**config.mk**
```make
export PLATFORM = sky130hd
export DESIGN_NAME = serial_subtractor_flat
export DESIGN_NICKNAME = d
export VERILOG_FILES = /design/src/rtl/arith_pkg.sv /design/src/rtl/serial_subtractor_if.sv /design/src/rtl/full_subtractor_bit.sv /design/src/rtl/serial_subtractor.sv /design/src/flat_wrapper.sv
export SDC_FILE = /design/constraint.sdc
export NUM_CORES = 1
export LEC_CHECK = 0
export CORE_AREA = 5 5 51 71
export CTS_CLUSTER_DIAMETER = 50
export DETAILED_ROUTE_END_ITERATION = 12
export DIE_AREA = 0 0 56 76
export MAX_ROUTING_LAYER = met4
export PLACE_DENSITY = 0.82
export SLEW_MARGIN = 20
export SYNTH_ARGS = -nofsm -noshare
export SYNTH_HDL_FRONTEND = slang
export SYNTH_SLANG_ARGS = --single-unit
```
**constraint.sdc**
```tcl
create_clock -name clk -period 2.3 [get_ports clk]
set_input_delay 0.46 -clock clk [delete_from_list [all_inputs] [get_ports clk]]
set_output_delay 0.46 -clock clk [all_outputs]
set_load 0.005 [all_outputs]
```
**src/rtl/arith_pkg.sv**
```systemverilog
// Shared arithmetic package.
// Holds the default datapath width and the control-FSM state encoding used by
// the bit-serial arithmetic units.
package arith_pkg;

  localparam int ARITH_WIDTH = 8;

  typedef enum logic [1:0] {
    ST_IDLE = 2'd0,
    ST_RUN  = 2'd1,
    ST_DONE = 2'd2
  } state_t;

endpackage

```
**src/rtl/serial_subtractor_if.sv**
```systemverilog
// Handshake/result bundle for serial_subtractor.
//   master : controller side (drives start, a, b; observes status/results)
//   slave  : subtractor side
// Signals: start, a[WIDTH], b[WIDTH] -> ; <- busy, done, diff[WIDTH],
//          borrowout, overflow
interface serial_subtractor_if
  import arith_pkg::*;
#(
  parameter int WIDTH = ARITH_WIDTH
);

  logic             start;
  logic [WIDTH-1:0] a;
  logic [WIDTH-1:0] b;
  logic             busy;
  logic             done;
  logic [WIDTH-1:0] diff;
  logic             borrowout;
  logic             overflow;

  modport master (
    output start, a, b,
    input  busy, done, diff, borrowout, overflow
  );

  modport slave (
    input  start, a, b,
    output busy, done, diff, borrowout, overflow
  );

endinterface

```
**src/rtl/full_subtractor_bit.sv**
```systemverilog
// One-bit full subtractor cell, gate level.
//   x, y : minuend / subtrahend bit
//   bi   : borrow in
//   d    : difference bit  = x ^ y ^ bi
//   bo   : borrow out      = (~x & y) | (~(x ^ y) & bi)
module full_subtractor_bit (
  input  wire x,
  input  wire y,
  input  wire bi,
  output wire d,
  output wire bo
);

  wire x_xor_y;
  wire x_n;
  wire eq;
  wire b_gen;
  wire b_prop;

  xor u_x0 (x_xor_y, x, y);
  xor u_x1 (d, x_xor_y, bi);
  not u_n0 (x_n, x);
  and u_a0 (b_gen, x_n, y);      // x=0,y=1 always borrows
  not u_n1 (eq, x_xor_y);
  and u_a1 (b_prop, eq, bi);     // equal bits pass the incoming borrow on
  or  u_o0 (bo, b_gen, b_prop);

endmodule

```
**src/rtl/serial_subtractor.sv**
```systemverilog
// Bit-serial two's-complement subtractor: diff = a - b, LSB first, one bit per
// clock through a single full_subtractor_bit and a borrow flop.
//   clk, reset   : clock, synchronous active-high reset
//   bus (slave)  : start/a/b in; busy/done/diff/borrowout/overflow out
// Timing: start accepted in IDLE, WIDTH RUN cycles (busy), one DONE cycle
// (done pulse). Results hold until the next accepted start.
module serial_subtractor
  import arith_pkg::*;
#(
  parameter int WIDTH = ARITH_WIDTH
) (
  input  logic               clk,
  input  logic               reset,
  serial_subtractor_if.slave bus
);

  localparam int             CW   = $clog2(WIDTH);
  localparam logic [CW-1:0]  LAST = CW'(WIDTH - 1);

  state_t           state, state_nxt;
  logic [WIDTH-1:0] a_sr, b_sr, diff_q;
  logic [CW-1:0]    cnt;
  logic             borrow;
  logic             a_msb, b_msb;
  logic             bout_q, ovf_q;
  logic             d, bo;
  logic             accept, last;
  logic             busy_c, done_c;

  full_subtractor_bit u_fs (
    .x  (a_sr[0]),
    .y  (b_sr[0]),
    .bi (borrow),
    .d  (d),
    .bo (bo)
  );

  assign accept = (state == ST_IDLE) && bus.start;
  assign last   = (state == ST_RUN) && (cnt == LAST);

  always_ff @(posedge clk) begin
    if (reset) state <= ST_IDLE;
    else       state <= state_nxt;
  end

  always_comb begin
    state_nxt = state;
    busy_c    = 1'b0;
    done_c    = 1'b0;
    case (state)
      ST_IDLE: if (bus.start) state_nxt = ST_RUN;
      ST_RUN: begin
        busy_c = 1'b1;
        if (cnt == LAST) state_nxt = ST_DONE;
      end
      ST_DONE: begin
        done_c    = 1'b1;
        state_nxt = ST_IDLE;
      end
      default: state_nxt = ST_IDLE;
    endcase
  end

  always_ff @(posedge clk) begin
    if (reset) begin
      a_sr   <= '0;
      b_sr   <= '0;
      diff_q <= '0;
      cnt    <= '0;
      borrow <= 1'b0;
      a_msb  <= 1'b0;
      b_msb  <= 1'b0;
      bout_q <= 1'b0;
      ovf_q  <= 1'b0;
    end else if (accept) begin
      a_sr   <= bus.a;
      b_sr   <= bus.b;
      a_msb  <= bus.a[WIDTH-1];
      b_msb  <= bus.b[WIDTH-1];
      diff_q <= '0;
      cnt    <= '0;
      borrow <= 1'b0;
      bout_q <= 1'b0;
      ovf_q  <= 1'b0;
    end else if (state == ST_RUN) begin
      // Result bits enter at the MSB so the first bit ends up in diff[0].
      diff_q <= {d, diff_q[WIDTH-1:1]};
      a_sr   <= a_sr >> 1;
      b_sr   <= b_sr >> 1;
      borrow <= bo;
      if (last) begin
        bout_q <= bo;
        // d is the sign bit of the result on the final cycle.
        ovf_q  <= (a_msb ^ b_msb) & (d ^ a_msb);
      end else begin
        cnt <= cnt + 1'b1;
      end
    end
  end

  assign bus.busy      = busy_c;
  assign bus.done      = done_c;
  assign bus.diff      = diff_q;
  assign bus.borrowout = bout_q;
  assign bus.overflow  = ovf_q;

endmodule

```
**src/flat_wrapper.sv**
```systemverilog
// flat-port wrapper written by rule: the top's interface ports become plain ports
module serial_subtractor_flat import arith_pkg::*;
#(
  parameter int WIDTH = ARITH_WIDTH
)
  (clk, reset, bus_start, bus_a, bus_b, bus_busy, bus_done, bus_diff, bus_borrowout, bus_overflow);
  serial_subtractor_if #(.WIDTH(WIDTH)) bus_i ();
  input  logic clk;
  input  logic reset;
  input wire logic [$bits(bus_i.start)-1:0] bus_start;
  input wire logic [$bits(bus_i.a)-1:0] bus_a;
  input wire logic [$bits(bus_i.b)-1:0] bus_b;
  output wire logic [$bits(bus_i.busy)-1:0] bus_busy;
  output wire logic [$bits(bus_i.done)-1:0] bus_done;
  output wire logic [$bits(bus_i.diff)-1:0] bus_diff;
  output wire logic [$bits(bus_i.borrowout)-1:0] bus_borrowout;
  output wire logic [$bits(bus_i.overflow)-1:0] bus_overflow;
  assign bus_i.start = bus_start;
  assign bus_i.a = bus_a;
  assign bus_i.b = bus_b;
  assign bus_busy = bus_i.busy;
  assign bus_done = bus_i.done;
  assign bus_diff = bus_i.diff;
  assign bus_borrowout = bus_i.borrowout;
  assign bus_overflow = bus_i.overflow;
  serial_subtractor #(.WIDTH(WIDTH)) u_core (.clk(clk), .reset(reset), .bus(bus_i));
endmodule
```
# Word-level counts from Yosys, hierarchy flattened
# Index checks and enable logic that the tools add are counted.
dict set report totals {
  register_bits 34
  input_bits 19
  word_cells 44
}
dict set report classes {
  n_addsub 1
  eq_ne 5
  n_mux 9
  bitwise_logic 11
  n_reduce_logical 8
}
# operator n
set op_table {}
lappend op_table {{$mux 8} 4}
lappend op_table {{$reduce_and 2->1} 3}
lappend op_table {{$mux 2} 2}
lappend op_table {{$pmux 2 s2} 1}
lappend op_table {{$xor 1x1->1} 4}
lappend op_table {{$add 3x1->3 const B} 1}
lappend op_table {{$and 1x1->1} 3}
lappend op_table {{$eq 3x3->1 const B} 1}
lappend op_table {{$not 1->1} 3}
lappend op_table {{$eq 2x1->1 const B} 1}
lappend op_table {{$eq 2x2->1 const B} 1}
lappend op_table {{$logic_and 1x1->1} 2}
lappend op_table {{$logic_not 2->1} 1}
lappend op_table {{$mux 1} 2}
lappend op_table {{$ne 2x1->1 const B} 1}
lappend op_table {{$ne 2x2->1 const B} 1}
lappend op_table {{$reduce_bool 2->1} 1}
lappend op_table {{$reduce_or 2->1} 1}
lappend op_table {{$or 1x1->1} 1}

# Logic depth before layout (Yosys ltp)
dict set report depth {
  word_depth 4
  ltp_mapped 6
  mapped_depth_nobuf 5
}

# By module
# A second synthesis with hierarchy kept.
dict set report unflattened {
  cells_unflattened 188
  hier_area_um2 1574.0
}
# module n_inst cells_each area_per_inst_um2 seq_area_each_um2
set modules_own_cells {}
lappend modules_own_cells {serial_subtractor 1 184 1542.7 680.7}
lappend modules_own_cells {full_subtractor_bit 1 4 31.3 0.0}

# Least setup slack after synthesis
# OpenSTA, ideal clock, no wires.
dict set report synth_path {
  kind {register to output}
  from {register u_core.state[0]}
  to {output bus_busy}
  t_arrival_ns 0.866
  required_ns 1.840
  slack_ns 0.974
  path_stages_with_launch 5
  n_path_buf 2
  path_cell_list {dfxtp_1 > buf_4 > nand2b_4 > inv_2 > buf_4}
}
dict set report synth_via {
  elab_chain_cells 2
}
# element line
set synth_rtl {}
lappend synth_rtl {{start: declaration} serial_subtractor.sv:20} ;# state_t state, state_nxt;
lappend synth_rtl {{start signal: assignment} serial_subtractor.sv:43} ;# else state <= state_nxt;
lappend synth_rtl {{$eq 2x1->1} serial_subtractor.sv:50} ;# case (state)
lappend synth_rtl {{$mux 1} serial_subtractor.sv:50}
lappend synth_rtl {{end: declaration} flat_wrapper.sv:13} ;# output wire logic [$bits(bus_i.busy)-1:0] bus_busy;
# No other way between the ends.

# Final worst setup path
# Ends and elaborated chain as after synthesis.

==> impl_metrics.tcl <==
set metrics [dict create \
    outcome "finished clean" \
    clk_path_buf_depth 2 \
    period_needed_ns 2.02 \
    cts-htree-levels 2 \
    cts_tree "done" \
    grt_start_max_net_pins 26 \
    relSlewSlack 0.665 \
    timing.fmax_ghz 0.495 \
    num_rows 24 \
    crit_family "flip-flops" \
    fin_area_mm2 0.00187 \
    final_cells 244 \
    route.vias.total 1282 \
    final_nets 226 \
    path_clk_slew_ns 0.07 \
    critPathMaxFanout 12 \
    grt_util_all_layers 0.161 \
    wl_per_cell_um 13.0 \
    worstPathCellList "nand2b_4 -> inv_2 -> clkdlybuf4s50_1" \
    crit_required_ns 1.84 \
    finalSetupViolations 0 \
    wirelength_mm 3.17 \
    final_cell_mix "nand2_1, dfxtp_1, a21oi_1" \
    power.total_mw 1.28 \
    crit_buf_inv 2 \
    drive_above_1_share 0.107 \
    worstMarginPinSlew_ns 0.502 \
    grt_pass1_vias 1234 \
    yosys_warnings 0 \
    synth.distinct_cells 27 \
    grt-ovfl-total 0 \
    dp_hpwl_mm 2.31 \
    gp_congestion 0.771 \
    layout-area-overhead-vs-synth_pct 26.3 \
    r2r_slack_ns 0.68 \
    clockRootBuffer "clkbuf_8" \
    max_stage_delay_ns 0.63 \
    power_per_cell_area_mw_per_mm2 680 \
    rr_worst_depth 4 \
    fin_util 0.630 \
    vias_per_cell 5.25 \
    first_iter_violations 34 \
    fin_skew_ns 0.00483 \
    place_inst 236 \
    cts_setup_buffers 0 \
    drc 0 \
    cap_violations 0 \
    arrival_ns 1.56 \
    antenna_left 0 \
    syn_area_mm2 0.00148 \
    die_w_um 56 \
    die_h_um 76 \
    r2r-start "u_core.state[0]" \
    synth_area_per_cell_um2 8.58 \
    syn-num-nets 195 \
    critPathKind "register to primary output" \
    hold_depth 2 \
    numPortBuffers 30 \
    initial_core_util 0.499 \
    finalHoldViolCount 0 \
    dpl_cell_area_mm2 0.00178 \
    drt-pass1-iter-count 4 \
    critical-path-slowest-cell "dfxtp_1" \
    cts_hold_buf 0 \
    r2r-end "u_core.a_sr[3]" \
    nFillCells 259 \
    crit_path_start_kind "register" \
    synthCells 173 \
    cts_buffers 5 \
    setup-tns-final_ns 0 \
    vdd_ir_drop_max_v 0.000397 \
    crit_path_end_kind "primary output" \
    fin_crit_sh 0.878 \
    hp-class "register to register" \
    ioPinCount 31 \
    clock_sinks 34 \
    core_area_mm2 0.00297 \
    ys_ff_latch 34 \
    power_leakage_nw 0.672 \
    antenna_found_initial 0 \
    drv_slew 0 \
    grt_pass1_wl_mm 5.31 \
    rsz0062_at_grt "false" \
    ys_seq_area_frac 0.459 \
    insertion_delay_ns 0.29 \
    worstHoldEndpoint "u_core.bus.diff[0]" \
    dieArea_mm2 0.00426 \
    num_antenna_cells 0 \
    worstHoldStart "u_core.bus.diff[0]" \
    cts.repair.resized 0 \
]
logic make-up after synthesis:
family | share of synthesized area
DFF | 0.459
xor gates and xnor gates | 0.00590
AOI/OAI and AO/OA | 0.198
adders and majority gates | 0.0304
buffers and inverters | 0.0742
and+or+nand+nor | 0.233
worst register-to-register path, cell delays in order (launching register included):
cell and delay (ns):
dfxtp_1 0.63, or3b_1 0.38, buf_4 0.22, nor2_1 0.05, a211oi_1 0.23
cell usage after synthesis:
cell type,n,area (µm²)
or3b_1,1,8.76
ha_1,2,25.0
nand2_1,34,128
a211oi_1,14,105
nand3b_1,2,15.0
nor3b_4,1,18.8
nor3_1,2,10.0
buf_6,6,67.6
xnor2_1,1,8.76
nor3b_2,1,12.5
nor3b_1,1,7.51
a311oi_1,1,8.76
clkbuf_1,3,11.3
buf_2,1,5.00
o21ai_0,2,10.0
nor2b_1,1,6.26
or3b_2,2,17.5
inv_2,1,3.75
inv_1,2,7.51
nand2b_4,2,27.5
dfxtp_1,34,681
nand2b_1,3,18.8
fa_1,1,20.0
a21oi_1,32,160
o21ba_2,1,10.0
nor2_1,20,75.1
buf_4,2,15.0
stage by stage:
stage / setup WS, ns / hold WS, ns
2_1_floorplan: 0.974 / 0.437
3_3_place_gp: 0.364 / 0.443
3_5_place_dp: 0.328 / 0.447
4_1_cts: 0.247 / 0.457
5_1_grt: 0.152 / 0.474
6_report: 0.280 / 0.453
flip-flops by register name (all words and copies together) (netlist names):
register	count
u_core.cnt	3
u_core.bus.borrowout	1
u_core.a_msb	1
u_core.b_msb	1
u_core.bus.diff	8
u_core.bus.overflow	1
u_core.state	2
u_core.borrow	1
u_core.a_sr	8
u_core.b_sr	8
how the worst max path moves through the flow:
stage	from	endpoint	slack [ns]	cells past startpoint
2_1_floorplan	u_core.state[0]	bus_busy	0.97	4
3_3_place_gp	bus_start	u_core.b_sr[2]	0.36	5
3_5_place_dp	bus_start	u_core.a_sr[5]	0.33	5
4_1_cts	u_core.state[0]	bus_busy	0.25	3
5_1_grt	u_core.state[1]	bus_done	0.15	2
6_report	u_core.state[0]	bus_busy	0.28	3
power by group:
part | switching [mW] | leakage, nW | total (mW) | internal (mW)
clock | 0.215 | 0.0472 | 0.455 | 0.240
combinational | 0.0888 | 0.346 | 0.176 | 0.0874
sequential | 0.0230 | 0.278 | 0.644 | 0.621
total | 0.327 | 0.672 | 1.28 | 0.948
layer usage:
layer | up-vias | part of all wire | global-route usage
met5 | - | 0 | -
met4 | 0 | 0.021 | 0.0808
met3 | 6 | 0.067 | 0.0508
met2 | 45 | 0.51 | 0.283
met1 | 584 | 0.40 | 0.156
li1 | 647 | - | -
layout make-up:
class,instances,area (µm²),area share
Inverter,3,11.3,0.00601
Clock inverter,2,12.5,0.00668
Clock buffer,6,82.6,0.0441
Tap cell,39,48.8,0.0260
Multi-Input combinational cell,124,693,0.370
Timing Repair Buffer,36,345,0.184
Sequential cell,34,681,0.363
(Power assumes the default switching activity.)
